File: src/rtl/pattern_detector_pkg.sv
// Shared constants and elaboration-time helpers for the serial pattern detector.
// The KMP border table and the per-bit transition tables are computed
// here at elaboration so the detector only needs a small table lookup.
package pattern_detector_pkg;

    localparam int MAX_LEN = 16;
    localparam int DEF_LEN = 4;
    localparam logic [DEF_LEN-1:0] DEF_PATTERN = 4'b1011;
    localparam int DEF_CNT_W = 8;

    // Entry i is the longest proper border of the first i pattern bits.
    typedef logic [MAX_LEN:0][3:0] borderTable_t;
    // Entry k is the next matched-prefix length from state k for one input value.
    typedef logic [MAX_LEN-1:0][3:0] nextTable_t;

    // Width of the matched-prefix register; it holds 0..len-1.
    function automatic int stateWidth(int len);
        return (len <= 2) ? 1 : $clog2(len);
    endfunction

    // Pattern bit idx in arrival order; the first bit received is the MSB.
    function automatic logic patBit(logic [MAX_LEN-1:0] pat, int len, int idx);
        logic [MAX_LEN-1:0] shifted;
        shifted = pat >> (len - 1 - idx);
        return shifted[0];
    endfunction

    // Classic KMP failure function over prefix lengths 0..len.
    function automatic borderTable_t buildBorders(logic [MAX_LEN-1:0] pat, int len);
        borderTable_t fail;
        int k;
        fail = '0;
        for (int i = 2; i <= len; i++) begin
            k = int'(fail[5'(i - 1)]);
            while (k > 0 && patBit(pat, len, k) != patBit(pat, len, i - 1))
                k = int'(fail[5'(k)]);
            if (patBit(pat, len, k) == patBit(pat, len, i - 1))
                k++;
            fail[5'(i)] = 4'(k);
        end
        return fail;
    endfunction

    // Transition table for one input value; a completed match falls back to
    // the full-pattern border when overlapping, otherwise restarts at 0.
    function automatic nextTable_t buildNextTable(logic [MAX_LEN-1:0] pat, int len,
                                                  int overlap, logic x);
        borderTable_t fail;
        nextTable_t tbl;
        int j;
        fail = buildBorders(pat, len);
        tbl = '0;
        for (int k = 0; k < len; k++) begin
            j = k;
            while (j > 0 && patBit(pat, len, j) != x)
                j = int'(fail[5'(j)]);
            if (patBit(pat, len, j) == x)
                j++;
            if (j == len)
                j = (overlap != 0) ? int'(fail[5'(len)]) : 0;
            tbl[4'(k)] = 4'(j);
        end
        return tbl;
    endfunction

endpackage

File: src/rtl/pattern_detector_if.sv
// Serial data / match bundle between a bit source and the pattern detector.
// CNT_W must match the CNT_W of the detector attached to it.
interface pattern_detector_if
    import pattern_detector_pkg::*;
#(
    parameter int CNT_W = DEF_CNT_W
) ();

    logic             en;
    logic             a;
    logic             b;
    logic             c;
    logic [CNT_W-1:0] count;

    modport master (output en, output a, input b, input c, input count);
    modport slave  (input en, input a, output b, output c, output count);

endinterface

File: src/rtl/pattern_detector_cnt.sv
// Saturating match counter: increments on each match pulse and sticks at all-ones.
module pattern_detector_cnt
    import pattern_detector_pkg::*;
#(
    parameter int CNT_W = DEF_CNT_W
) (
    input  logic             clock,
    input  logic             reset,
    input  logic             inc_i,
    output logic [CNT_W-1:0] count_o
);

    logic [CNT_W-1:0] count_q, count_d;

    // Next count: add one on a match unless already saturated.
    always_comb begin
        count_d = count_q;
        if (inc_i && (count_q != {CNT_W{1'b1}}))
            count_d = count_q + 1'b1;
    end

    // Counter register with synchronous reset.
    always_ff @(posedge clock) begin
        if (reset)
            count_q <= '0;
        else
            count_q <= count_d;
    end

    assign count_o = count_q;

endmodule

File: src/rtl/pattern_detector.sv
// Serial pattern detector built on a KMP automaton: the state is the length
// of the longest pattern prefix that ends the accepted bit stream.
// b is the combinational (Mealy) match, c is b delayed one clock.
// Define PATTERN_DETECTOR_COUNT_EN to include the saturating match counter;
// without it count is tied to zero.
module pattern_detector
    import pattern_detector_pkg::*;
#(
    parameter int             LEN     = DEF_LEN,
    parameter logic [LEN-1:0] PATTERN = LEN'(DEF_PATTERN),
    parameter int             OVERLAP = 1,
    parameter int             CNT_W   = DEF_CNT_W
) (
    input logic               clock,
    input logic               reset,
    pattern_detector_if.slave bus
);

    localparam int SW = stateWidth(LEN);
    localparam logic [SW-1:0] LAST_K = SW'(LEN - 1);
    localparam nextTable_t NEXT_ON0 = buildNextTable(16'(PATTERN), LEN, OVERLAP, 1'b0);
    localparam nextTable_t NEXT_ON1 = buildNextTable(16'(PATTERN), LEN, OVERLAP, 1'b1);

    logic [SW-1:0] k_q, k_d;
    logic          c_q;
    logic          matchNow;

    // Next matched-prefix length and the Mealy match for an accepted bit;
    // reset or an idle cycle holds the state and suppresses the match.
    always_comb begin
        k_d      = k_q;
        matchNow = 1'b0;
        if (!reset && bus.en) begin
            matchNow = (k_q == LAST_K) && (bus.a == PATTERN[0]);
            k_d      = bus.a ? SW'(NEXT_ON1[4'(k_q)]) : SW'(NEXT_ON0[4'(k_q)]);
        end
    end

    // State and delayed-match registers with synchronous reset.
    always_ff @(posedge clock) begin
        if (reset) begin
            k_q <= '0;
            c_q <= 1'b0;
        end else begin
            k_q <= k_d;
            c_q <= matchNow;
        end
    end

    assign bus.b = matchNow;
    assign bus.c = c_q;

`ifdef PATTERN_DETECTOR_COUNT_EN
    logic [CNT_W-1:0] countVal;

    pattern_detector_cnt #(
        .CNT_W (CNT_W)
    ) uCnt (
        .clock   (clock),
        .reset   (reset),
        .inc_i   (matchNow),
        .count_o (countVal)
    );

    assign bus.count = countVal;
`else
    assign bus.count = {CNT_W{1'b0}};
`endif

endmodule

File: src/flat_wrapper.sv
// flat-port wrapper written by rule: the top's interface ports become plain ports
module pattern_detector_flat import pattern_detector_pkg::*;
#(
    parameter int             LEN     = DEF_LEN,
    parameter logic [LEN-1:0] PATTERN = LEN'(DEF_PATTERN),
    parameter int             OVERLAP = 1,
    parameter int             CNT_W   = DEF_CNT_W
)
  (clock, reset, bus_en, bus_a, bus_b, bus_c, bus_count);
  pattern_detector_if #(.CNT_W(CNT_W)) bus_i ();
  input logic clock;
  input logic reset;
  input wire logic [$bits(bus_i.en)-1:0] bus_en;
  input wire logic [$bits(bus_i.a)-1:0] bus_a;
  output wire logic [$bits(bus_i.b)-1:0] bus_b;
  output wire logic [$bits(bus_i.c)-1:0] bus_c;
  output wire logic [$bits(bus_i.count)-1:0] bus_count;
  assign bus_i.en = bus_en;
  assign bus_i.a = bus_a;
  assign bus_b = bus_i.b;
  assign bus_c = bus_i.c;
  assign bus_count = bus_i.count;
  pattern_detector #(.LEN(LEN), .PATTERN(PATTERN), .OVERLAP(OVERLAP), .CNT_W(CNT_W)) u_core (.clock(clock), .reset(reset), .bus(bus_i));
endmodule
File: config.mk
export PLATFORM = sky130hd
export DESIGN_NAME = pattern_detector_flat
export DESIGN_NICKNAME = d
export VERILOG_FILES = /design/src/rtl/pattern_detector_pkg.sv /design/src/rtl/pattern_detector_if.sv /design/src/rtl/pattern_detector_cnt.sv /design/src/rtl/pattern_detector.sv /design/src/flat_wrapper.sv
export SDC_FILE = /design/constraint.sdc
export NUM_CORES = 1
export LEC_CHECK = 0
export ABC_AREA = 1
export CAP_MARGIN = 30
export CORE_AREA = 10 10 47 49
export CTS_BUF_LIST = sky130_fd_sc_hd__clkbuf_8
export DETAILED_ROUTE_END_ITERATION = 10
export DIE_AREA = 0 0 57 59
export PLACE_DENSITY = 0.45
export SLEW_MARGIN = 20
export SYNTH_ARGS = -nofsm -noshare
export SYNTH_HDL_FRONTEND = slang
export SYNTH_SLANG_ARGS = --single-unit
export TNS_END_PERCENT = 50
File: constraint.sdc
create_clock -name clock -period 1.7 [get_ports clock]
set_input_delay 0.34 -clock clock [delete_from_list [all_inputs] [get_ports clock]]
set_output_delay 0.34 -clock clock [all_outputs]
set_load 0.005 [all_outputs]
==> flow_summary.json, run 1 <==
{
  "status": "complete, no violations",
  "layout-drive-gt1-share": 0.256,
  "grt_pass1_wl_um": 703,
  "max_freq_mhz": 606,
  "synth_area_leaders": "dfxtp_1 (31%), buf_4 (31%), nand2_1 (7.7%)",
  "path_class": "input port to primary output",
  "setup_viol": 0,
  "hold_class": "flop to flop",
  "grt_max_degree": 4,
  "cts_setup_buffers": 0,
  "p_int_mw": 0.241,
  "netlist.top_cell.by_area": "dfxtp_1",
  "r2r_slack_ns": 1.06,
  "reg2reg_depth": 3,
  "dr.pass1.iters": 1,
  "dp_hpwl_um": 372,
  "pwr-share-comb": 0.099,
  "yosysWarnings": 0,
  "worstPathArrival_ns": 1.31,
  "gp_congestion": 0.633,
  "clkPwrFrac": 0.648,
  "hold_violations": 0,
  "syn2layout_area_growth_pct": 55.8,
  "period_needed_ns": 1.65,
  "dp_cells": 51,
  "swShare": 0.194,
  "cts_tree": "built",
  "r2r-end": "u_core.k_q[1]$_SDFFE_PP0P_",
  "fp.dieW_um": 57,
  "layout_commonest_cell": "conb_1",
  "vias_per_cell": 3.13,
  "final_cell_mix": "conb_1 (8), nand2_1 (4), inv_1 (4)",
  "ioPinCount": 14,
  "worst_clock_skew_ns": 0.000507,
  "wl_um": 437,
  "pwr_density_cell_nw_per_um2": 983,
  "drv_cap": 0,
  "dp_slack_ns": -0.316,
  "power_switching_mw": 0.0579,
  "cp-start-kind": "input port",
  "clk_path_buf_depth": 2,
  "rsz0062_at_grt": "no",
  "slew_violations": 0,
  "cts_max_level": 1,
  "cts_inserted_buffers": 3,
  "cp.required_ns": 1.36,
  "portBuffers": 5,
  "critPathLaunch": "reset",
  "end_kind": "primary output",
  "finalPower_mw": 0.299,
  "place_area_um2": 254,
  "cpMaxStageDelayCell": "clkdlybuf4s50_1",
  "grt_usage": 0.0290,
  "core_area_um2": 1400,
  "utilization": 0.217,
  "cpPeakStageDelay_ns": 0.47,
  "syn-cell-area_um2": 195,
  "grt_pass1_vias": 197,
  "num_vias": 172,
  "worst_slack_ns": 0.0493,
  "antenna_cells": 0,
  "detail_route.wl_per_cell_um": 7.95,
  "die_area_um2": 3360,
  "syn_inst": 28,
  "pwr-share-seq": 0.253,
  "route.detailed.drc": 0,
  "ys_ff_latch": 3,
  "worstPathCellList": "clkdlybuf4s50_1, nor2_4, nand2_2, nor2_1, clkdlybuf4s15_2",
  "yosys.area.top_type_share": 0.308,
  "worstPathMaxFanout": 3,
  "die_y_um": 59,
  "antenna_left": 0,
  "layout.cells.non_filler": 55,
  "yosysUniqueCellTypes": 13,
  "overflow": 0,
  "fin_nets": 44,
  "row_count": 14,
  "clk_pin_slew_worst_paths_ns": 0.03,
  "leakage_nw": 0.156,
  "avgSynthCellArea_um2": 6.97,
  "yosysSeqAreaShare": 0.308,
  "drtIter0Drc": 0,
  "cts_root_buffer": "clkbuf_8",
  "period_share": 0.971,
  "initial_core_util": 0.139,
  "r2r_start": "u_core.k_q[0]$_SDFFE_PP0P_",
  "fin_area_um2": 304,
  "endpoint": "bus_b",
  "cts.sinks": 3,
  "peakVddDrop_uv": 186,
  "antenna_found_initial": 0,
  "clock_latency_ns": 0.21
}
-- metrics by stage --
stage                     hold WS, ns  setup TNS, ns
final                           0.454              0
after global routing            0.503              0
after CTS                       0.460              0
after detailed placement        0.454         -0.316
after global placement          0.451         -0.303
after floorplan                 0.438              0
-- worst max-delay path: cells and delay by family --
family | cells | cell delay [ns]
buffers and inverters | 2 | 0.68
AND/OR/NAND/NOR | 3 | 0.30
-- state kept, by name, indices dropped and copies added (netlist names) --
signal / count
u_core.bus.c: 1
u_core.k_q: 2
-- power by group through the flow --
stage / clock, mW / combinational [mW] / sequential (mW)
finish: 0.194 / 0.0297 / 0.0756
global route: 0.208 / 0.0334 / 0.0758
CTS: 0.200 / 0.0290 / 0.0756
detailed placement: 0 / 0.0282 / 0.0765
global placement: 0 / 0.0282 / 0.0764
floorplan: 0 / 0.0257 / 0.0762
-- timing repair --
item / 4_1_cts / 5_1_grt
resized for setup: 5 / 0
setup endpoints to repair: 1 / 0
hold buffers: 0 / 0
-- synthesized netlist by cell type --
cell and n:
buf_4 8, nand2_1 4, dfxtp_1 3, inv_1 3
nor2_1 2, a21oi_1 1, a31oi_1 1, conb_1 1
inv_2 1, nand2_2 1, nand3_1 1, nor2_2 1
o21ai_0 1
-- logic make-up (layout without fill, tap and decap cells) --
logic type      after synthesis  after routing  synth area share
compound gates                3              3            0.0833
buf+inv                      12             16             0.385
flops                         3              3             0.308
other cells                   1              8            0.0192
simple gates                  9              9             0.205
-- worst min-delay path by stage --
| stage | startpoint | end | slack, ns | cells past startpoint |
|---|---|---|---|---|
| floorplan | u_core.k_q[1]$_SDFFE_PP0P_ | u_core.bus.c$_SDFF_PP0_ | 0.44 | 2 |
| global placement | u_core.k_q[1]$_SDFFE_PP0P_ | u_core.bus.c$_SDFF_PP0_ | 0.45 | 2 |
| detailed placement | u_core.k_q[1]$_SDFFE_PP0P_ | u_core.bus.c$_SDFF_PP0_ | 0.45 | 2 |
| CTS | u_core.k_q[1]$_SDFFE_PP0P_ | u_core.bus.c$_SDFF_PP0_ | 0.46 | 2 |
| global route | u_core.k_q[1]$_SDFFE_PP0P_ | u_core.bus.c$_SDFF_PP0_ | 0.50 | 2 |
| finish | u_core.k_q[1]$_SDFFE_PP0P_ | u_core.bus.c$_SDFF_PP0_ | 0.45 | 2 |
-- routing by layer --
metal  up-vias  GRT usage  wire length [um]
li1         89          -                 -
met1        74     0.0214               179
met2         9     0.0403               195
met3         0     0.0429                62
met4         0     0.0101                 0
met5         -          0                 0
-- final cells by class --
cell class / instances / area, um2
tap: 16 / 20.0
multi-input combinational: 20 / 91.3
timing repair buffer: 8 / 72.6
fill: 166 / 1100
clock inverter: 1 / 3.75
clock buffer: 3 / 41.3
sequential: 3 / 60.1
inverter: 4 / 15.0
No activity file was read; power rests on OpenSTA's default activity.
==> run 2, diff against run 1 <==
- PLACE_DENSITY: 0.45 -> 0.46
- clock period: 1.7 -> 1.3 ns (I/O delays scaled with it)
==> run 2 against run 1 <==
Against the previous run: register-to-register slack worse by 0.51 ns; sequential share of layout area down 0.24 points; non-clock buffer count up 1; largest power group unchanged; clock power up 35%; critical endpoint unchanged.
==> flow_summary.json, run 2 (synthesis results as in run 1) <==
{
  "status": "complete, no violations",
  "grt_pass1_vias": 217,
  "groute.layer.met1.usage": 0.0214,
  "cts_inserted_buffers": 3,
  "worstPathMaxFanout": 3,
  "dp_hpwl_um": 382,
  "grt_usage": 0.0341,
  "clock_latency_ns": 0.22,
  "dr.pass1.iters": 2,
  "clk_pin_slew_worst_paths_ns": 0.03,
  "dp_cells": 52,
  "row_count": 14,
  "cpPeakStageDelay_ns": 0.19,
  "busiest_layer": "met2",
  "period_share": 0.880,
  "layout.cells.non_filler": 56,
  "grt_use_met2": 0.0496,
  "pwr_density_cell_nw_per_um2": 1300,
  "num_vias": 177,
  "worstPathCellList": "clkdlybuf4s15_1, inv_2, nor2_4, nand2_2, nor2_1, buf_2",
  "drtIter0Drc": 1,
  "cts_tree": "built",
  "slew_violations": 0,
  "leakage_nw": 0.183,
  "cts.sinks": 3,
  "cp.required_ns": 1.04,
  "fillers": 175,
  "clkPwrFrac": 0.653,
  "swShare": 0.208,
  "syn2layout_area_growth_pct": 57.7,
  "antenna_left": 0,
  "use_met3": 0.0494,
  "worstPathArrival_ns": 0.88,
  "portBuffers": 5,
  "layout_commonest_cell": "conb_1",
  "antenna_cells": 0,
  "period_needed_ns": 1.14,
  "antenna_found_initial": 0,
  "overflow": 0,
  "vias_per_cell": 3.16,
  "end_kind": "primary output",
  "seq_area_um2": 60.1,
  "wl_um": 451,
  "route.detailed.drc": 0,
  "largest_reg_flops": 2,
  "whs_ns": 0.455,
  "cpMaxStageDelayCell": "clkdlybuf4s15_1",
  "die_area_um2": 3360,
  "power_switching_mw": 0.0833,
  "setup_tns_ns": 0,
  "fp.dieW_um": 57,
  "crit_family": "buffers and inverters",
  "final_cell_mix": "conb_1 (8), nand2_1 (4), inv_1 (4), buf_4 (4)",
  "ioPinCount": 14,
  "max_freq_mhz": 874,
  "initial_core_util": 0.139,
  "grt_max_degree": 4,
  "fin_nets": 45,
  "path_class": "input port to primary output",
  "die_y_um": 59,
  "cp-start-kind": "input port",
  "worst_clock_skew_ns": 0.00139,
  "rsz0062_at_grt": "no",
  "drv_cap": 0,
  "layout-drive-gt1-share": 0.275,
  "pwr-share-comb": 0.101,
  "multiInputGateArea_um2": 91.3,
  "setup_viol": 0,
  "clk_path_buf_depth": 2,
  "cts_max_level": 1,
  "hold_violations": 0,
  "grt_pass1_wl_um": 807,
  "hold_class": "flop to flop",
  "p_int_mw": 0.317,
  "cts_root_buffer": "clkbuf_8",
  "top_register": "u_core.k_q",
  "core_area_um2": 1400,
  "detail_route.wl_per_cell_um": 8.05,
  "cp.buffers_inverters": 3,
  "pwr-share-seq": 0.246,
  "gp_congestion": 0.610,
  "peakVddDrop_uv": 538
}
## run 2: changes by cell type in the layout (fill, tap and decap cells not counted), sizes merged
cell | previous run | this run
clkdlybuf4s50 | 3 | 0
clkdlybuf4s15 | 1 | 2
buf | 3 | 5
dlymetal6s2s | 0 | 1
## run 2: per-layer routing
metal / part of all wire / wire (um) / vias up
met4: 0.016 / 7 / 0
li1: - / - / 91
met1: 0.33 / 147 / 74
met3: 0.18 / 80 / 2
met2: 0.48 / 215 / 10
met5: 0 / 0 / -
## run 2: stage by stage
stage / total power, mW / setup WS, ns / utilization / cell area (um2)
after CTS: 0.409 / 0.0104 / 0.221 / 309
after floorplan: 0.133 / 0.500 / - / 221
after global placement: 0.140 / -0.549 / 0.187 / 262
after global routing: 0.430 / 0.0962 / 0.220 / 308
final: 0.400 / 0.156 / 0.220 / 308
after detailed placement: 0.140 / -0.551 / 0.187 / 262
## run 2: layout make-up
type | count | area share
inverter | 4 | 0.0488
tap | 16 | 0.0650
multi-input combinational | 20 | 0.297
clock inverter | 1 | 0.0122
sequential | 3 | 0.195
clock buffer | 3 | 0.134
timing repair buffer | 9 | 0.248
## run 2: worst paths after layout
| check | from | to | slack [ns] | cells past startpoint |
|---|---|---|---|---|
| hold / removal | u_core.k_q[1]$_SDFFE_PP0P_ | u_core.bus.c$_SDFF_PP0_ | 0.46 | 2 |
| setup / recovery | bus_en | bus_b | 0.16 | 6 |
| hold reg to reg | u_core.k_q[1]$_SDFFE_PP0P_ | u_core.bus.c$_SDFF_PP0_ | 0.46 | 2 |
| setup reg to reg | u_core.k_q[0]$_SDFFE_PP0P_ | u_core.k_q[0]$_SDFFE_PP0P_ | 0.55 | 3 |
## run 2: tightest hold or removal path: cells and delay by family, from the launching register on
kind	cells	cell delay [ns]
DFF	1	0.29
and+or+nand+nor	2	0.12
## run 2: power by group through the flow
stage	Combinational [mW]	Sequential [mW]	Clock, mW
global placement	0.0405	0.0995	0
global route	0.0468	0.0987	0.284
floorplan	0.0336	0.0996	0
detailed placement	0.0409	0.0995	0
finish	0.0404	0.0983	0.261
CTS	0.0395	0.0982	0.272
## run 2: what timing repair did
action	in CTS	in global routing
pin swaps	0	2
gates cloned	0	0
endpoints found under the hold margin	0	0
buffers inserted	0	0
hold buffers	0	0
endpoints found under the setup margin	1	2
gates resized for setup	7	4
